### config.mk
export PLATFORM = sky130hd
export DESIGN_NAME = mlp_layer_sequencer
export DESIGN_NICKNAME = d
export VERILOG_FILES = /design/src/rtl/mlp_pkg.sv /design/src/rtl/mlp_act_sat.sv /design/src/rtl/mlp_layer_sequencer.sv
export SDC_FILE = /design/constraint.sdc
export NUM_CORES = 1
export LEC_CHECK = 0
export BUFFER_PORTS_ARGS = -buffer_cell sky130_fd_sc_hd__buf_2
export CORE_MARGIN = 10
export CORE_UTILIZATION = 46
export DETAILED_ROUTE_END_ITERATION = 10
export PLACE_DENSITY = 0.77
export SYNTH_ARGS = -nofsm -noshare
export SYNTH_HDL_FRONTEND = slang
export SYNTH_HIERARCHICAL = 1
export SYNTH_SLANG_ARGS = --single-unit
### constraint.sdc
create_clock -name clk -period 1.45 [get_ports clk]
set_input_delay 0.0725 -clock clk [delete_from_list [all_inputs] [get_ports clk]]
set_output_delay 0.0725 -clock clk [all_outputs]
set_load 0.005 [all_outputs]
### src/rtl/mlp_pkg.sv
// Shared types and defaults for the MLP layer sequencer and its activation block.
package mlp_pkg;

  typedef enum logic [2:0] {
    IDLE  = 3'd0,
    CLEAR = 3'd1,
    ISSUE = 3'd2,
    DRAIN = 3'd3,
    WRITE = 3'd4,
    DONE  = 3'd5
  } state_t;

  localparam int DATA_W_DEF    = 16;
  localparam int ACC_W_DEF     = 32;
  localparam int FRAC_BITS_DEF = 8;

  localparam logic signed [15:0] SAT_MAX_DEF = 16'sh7FFF;
  localparam logic signed [15:0] SAT_MIN_DEF = 16'sh8000;

  // Address width that stays at least one bit for single-entry memories.
  function automatic int addr_w(input int n);
    return (n > 1) ? $clog2(n) : 1;
  endfunction

endpackage

### src/rtl/mlp_act_sat.sv
// Rescale, saturate and activate one accumulator value.
// Optional ReLU selected by macro MLP_SEQ_RELU_EN.
module mlp_act_sat
  import mlp_pkg::*;
#(
  parameter int DATA_W    = DATA_W_DEF,
  parameter int ACC_W     = ACC_W_DEF,
  parameter int FRAC_BITS = FRAC_BITS_DEF
) (
  input  logic signed [ACC_W-1:0]  acc,
  output logic signed [DATA_W-1:0] res
);

  localparam logic signed [ACC_W-1:0] MAX_V = {{(ACC_W-DATA_W+1){1'b0}}, {(DATA_W-1){1'b1}}};
  localparam logic signed [ACC_W-1:0] MIN_V = {{(ACC_W-DATA_W+1){1'b1}}, {(DATA_W-1){1'b0}}};

  logic signed [ACC_W-1:0]  shifted;
  logic signed [DATA_W-1:0] sat;

  always_comb begin
    shifted = acc >>> FRAC_BITS;
    if (shifted > MAX_V) begin
      sat = MAX_V[DATA_W-1:0];
    end else if (shifted < MIN_V) begin
      sat = MIN_V[DATA_W-1:0];
    end else begin
      sat = shifted[DATA_W-1:0];
    end
`ifdef MLP_SEQ_RELU_EN
    if (sat[DATA_W-1]) begin
      res = '0;
    end else begin
      res = sat;
    end
`else
    res = sat;
`endif
  end

endmodule

### src/rtl/mlp_layer_sequencer.sv
// Sequences one fully-connected layer over an external MAC, memories and output buffer.
// Activation is linear unless macro MLP_SEQ_RELU_EN is defined (see mlp_act_sat).
module mlp_layer_sequencer
  import mlp_pkg::*;
#(
  parameter int N_IN      = 4,
  parameter int N_OUT     = 4,
  parameter int DATA_W    = DATA_W_DEF,
  parameter int ACC_W     = ACC_W_DEF,
  parameter int FRAC_BITS = FRAC_BITS_DEF,
  localparam int XW = addr_w(N_IN),
  localparam int WW = addr_w(N_IN * N_OUT),
  localparam int OW = addr_w(N_OUT)
) (
  input  logic              clk,
  input  logic              reset,
  input  logic              start,
  output logic              busy,
  output logic              finished,
  output logic [XW-1:0]     x_addr,
  output logic [WW-1:0]     w_addr,
  output logic              mac_clr,
  output logic              mac_en,
  input  logic [ACC_W-1:0]  mac_acc,
  output logic              out_we,
  output logic [OW-1:0]     out_addr,
  output logic [DATA_W-1:0] out
);

  state_t state, next_state;

  logic              last_i;
  logic              last_j;
  logic [WW-1:0]     w_base;
  logic [DATA_W-1:0] act_val;
  logic [DATA_W-1:0] out_hold;

  // x_addr doubles as the input index and out_addr as the neuron index
  assign last_i = (x_addr == XW'(N_IN - 1));
  assign last_j = (out_addr == OW'(N_OUT - 1));
  assign w_base = WW'(out_addr * N_IN);

  mlp_act_sat #(
    .DATA_W    (DATA_W),
    .ACC_W     (ACC_W),
    .FRAC_BITS (FRAC_BITS)
  ) u_act (
    .acc (mac_acc),
    .res (act_val)
  );

  // The live activation is visible during the write strobe, then held.
  assign out = out_we ? act_val : out_hold;

  always_ff @(posedge clk or posedge reset) begin
    if (reset) begin
      state <= IDLE;
    end else begin
      state <= next_state;
    end
  end

  always_comb begin
    next_state = state;
    case (state)
      IDLE:    if (start) next_state = CLEAR;
               else       next_state = IDLE;
      CLEAR:   next_state = ISSUE;
      ISSUE:   if (last_i) next_state = DRAIN;
               else        next_state = ISSUE;
      DRAIN:   next_state = WRITE;
      WRITE:   if (last_j) next_state = DONE;
               else        next_state = CLEAR;
      DONE:    next_state = IDLE;
      default: next_state = IDLE;
    endcase
  end

  // Control strobes are registered from the next state so they align with it.
  always_ff @(posedge clk or posedge reset) begin
    if (reset) begin
      busy     <= 1'b0;
      finished <= 1'b0;
      mac_clr  <= 1'b0;
      mac_en   <= 1'b0;
      out_we   <= 1'b0;
      x_addr   <= '0;
      w_addr   <= '0;
      out_addr <= '0;
      out_hold <= '0;
    end else begin
      busy    <= (next_state != IDLE);
      mac_clr <= (next_state == CLEAR);
      mac_en  <= (state == ISSUE);
      out_we  <= (next_state == WRITE);
      if (state == IDLE && start) begin
        finished <= 1'b0;
      end else if (next_state == DONE) begin
        finished <= 1'b1;
      end
      case (state)
        IDLE: begin
          if (start) out_addr <= '0;
        end
        CLEAR: begin
          x_addr <= '0;
          w_addr <= w_base;
        end
        ISSUE: begin
          if (!last_i) begin
            x_addr <= x_addr + XW'(1);
            w_addr <= w_addr + WW'(1);
          end
        end
        WRITE: begin
          out_hold <= act_val;
          if (!last_j) out_addr <= out_addr + OW'(1);
        end
        default: ;
      endcase
    end
  end

endmodule

==> reports/qor.txt <==
Hold Crit Depth - 3
Most frequent cells in the layout - buf_2, dfrtp_1, mux2_2
Req. time, crit path - 1.62 ns
Vias/cell - 5.51
Outcome - finished clean
Routed Antenna Nets - 0
Fmax achieved - 711 MHz
Power Density - 1990 mW/mm^2
DRC errors left - 0
Die area - 0.00721 mm^2
Util after Layout - 61.6%
Max IR drop VDD - 0.00105 V
Simple-Gate Fraction of Synth Area - 12.4%
DR vias - 1542
CP max stage cell - dfrtp_1
Yosys cell types - 35
Io pins - 64
Buf/Inv on CP - 1
Final Hold Viols - 0
First-pass GRT wire length - 7610 um
Critical path launch point type - flip-flop
Core area - 0.00403 mm^2
Clock Path Buffers - 2
Path depth of the worst reg2reg path - 5
Worst skew pair latency - 0.29 ns
Sum Neg Setup Slack - 0 ns
Buffers on Ports - 55
Ant. Diodes - 0
Die W - 84.9 um
Wire per inst - 16.6 um
Worst hold path class - input pin to flip-flop
Iteration-0 DRC count of the detailed router - 107
Crit path kind - flip-flop to flip-flop
Largest family of logic cells by synthesized area - multiplexers
Clock root buffer - clkbuf_8
Gp weighted congestion - 0.773
Row count - 23
Drt total wl - 4660 um
Tot GR Track Use - 12.9%
Crit-path cells - ha_2, nor4b_4, buf_4, or2_2, a22oi_1
Hold path start - start
Post-synth EDFFs - 0
Max stage delay on crit path - 0.39 ns
Number of antenna violations at the first check in global routing - 0
Syn_area_per_cell - 12.0 um^2
Rel. slew slack - 70.2%
Clock Pin Slew Worst Setup and Hold Paths - 0.06 ns
H-tree depth - 2
Most common cell after layout, fill and taps aside - buf_2
Final Cycle Share - 97.0%
Mux share of post-synthesis cell area - 23.0%
Congestion Overflow GR - 0
Critical path capture point type - flip-flop
Post-Syn Instances - 161
Hold Path End - finished
Synth Area in Adders - 1.94%
Starting Density - 48.1%
Top delay family on crit path - flip-flops
Xor and xnor area share after synthesis - 0.452%
Vias in the first global route - 1566
Nets - 267
Synth Net Count - 199
DP HPWL - 3240 um
Final min period - 1.41 ns
Area growth from synthesis to layout - 28.0%
Max cap viols - 0
Pleak - 0.00120 uW
Drt first pass iters - 4
Clock buffer count from CTS - 5
Synthesized area - 0.00194 mm^2
RSZ-0062 raised after global routing - yes
Sequential-to-total area share from yosys stat - 41.3%
FF+latch count, synth - 32
# setup viols final - 0
CP arrival - 1.57 ns
Crit Path Max Fanout - 6
Post-synth ARST share - 100%
TritonCTS clock tree - done
YS warnings - 6
Share of layout cells above drive strength 1 - 59.6%
Crit Reg-Reg Endpoint - w_addr[3]
Fin Clk Skew - 0.00686 ns
Worst slew pin tran - 0.446 ns
Final Max Slew Viols - 0
R2r setup slk - 0.04 ns
Top FF cell, synth - dfrtp_1
CTS Sinks - 32
Die Ht - 84.9 um
RR Startpoint - x_addr[1]
Largest net degree at the start of global routing - 33
Compound-Gate Fraction of Synth Area - 14.0%
## cell type report
type                    instances  area (um^2)
flip-flops and latches         32          805
fillers                       340         1550
inverters                       4         20.0
repair buffers                 76          455
multi-input cells             110         1050
well taps                      50         62.6
clock buffers                   8         90.1
## tightest hold or removal path, delay by kind of cell
family / cells / cell delay (ns)
buffers and inverters: 1 / 0.11
AOI/OAI and AO/OA: 1 / 0.10
and+or+nand+nor: 1 / 0.05
## worst max path at each step
| stage | start | endpoint | cells past startpoint |
|---|---|---|---|
| floorplan | state[0] | out_hold[0] | 6 |
| global placement | mac_acc[26] | out[11] | 6 |
| detailed placement | mac_acc[30] | out[11] | 6 |
| CTS | mac_acc[26] | out[11] | 6 |
| global route | x_addr[1] | w_addr[3] | 5 |
| finish | x_addr[1] | w_addr[3] | 5 |
## synthesized netlist by cell type (2+ instances only)
cell type  number  share of area (%)
buf_2           4                1.0
a2bb2oi_1      13                5.9
nor2_1          4               0.77
nor2b_1         2               0.65
a22oi_1         2               0.77
mux2i_1         3                1.5
buf_6           5                2.9
mux2_4          9                7.0
a21o_1          3                1.2
inv_1           3               0.58
and4_1          2               0.90
a22o_1          6                2.7
clkbuf_1        4               0.77
ha_1            3                1.9
and2_1          2               0.65
o22ai_1         2               0.65
nand2_1         3               0.58
dfrtp_1        32                 41
nand3_1        15                3.9
mux2_2         25                 15
a2bb2oi_2       3                2.3
nor4_1          3               0.97
## per-layer routing
metal	GRT usage (%)	routed length [um]
met5	0	0
met4	4.94	75
met3	5.16	333
met2	21.1	2290
met1	14.8	1950
## power breakdown
part           internal, uW  total [uW]  switching, uW
sequential             1310        1590            277
combinational          1580        2650           1070
clock                   386         696            310
total                  3280        4940           1650
## kinds of logic (layout without fill, tap and decap cells)
kind of cell,count (synthesis),after routing
xor gates and xnor gates,1,1
muxes,37,37
adders and majority gates,3,3
DFF,32,32
buffers and inverters,19,88
and+or+nand+nor,38,38
AOI/OAI and AO/OA,31,31
## what timing repair did
item	CTS	global route
hold buffers	1	0
endpoints found under the hold margin	32	0
resized for setup	0	13
buffers inserted	0	9
setup endpoints to repair	0	24
## registers in the layout, summed over array words and instances (netlist names), 2 cells and up
name,cells
state,3
out_addr,2
x_addr,2
out_hold,16
w_addr,4
## per-stage QoR
stage / cell area (um^2) / hold WS (ns) / setup WS, ns / total power (uW) / std cells
after floorplan: 1950 / 0.189 / -0.0137 / 3200 / 161
after global placement: 2250 / 0.176 / 0.0500 / 3960 / 262
after detailed placement: 2250 / 0.179 / 0.0219 / 4020 / 262
after CTS: 2350 / 0.0838 / 0.0101 / 4750 / 271
after global routing: 2480 / 0.0908 / -0.0344 / 5330 / 280
final: 2480 / 0.0926 / 0.0430 / 4940 / 280
Power figures use the tool's default switching activity.
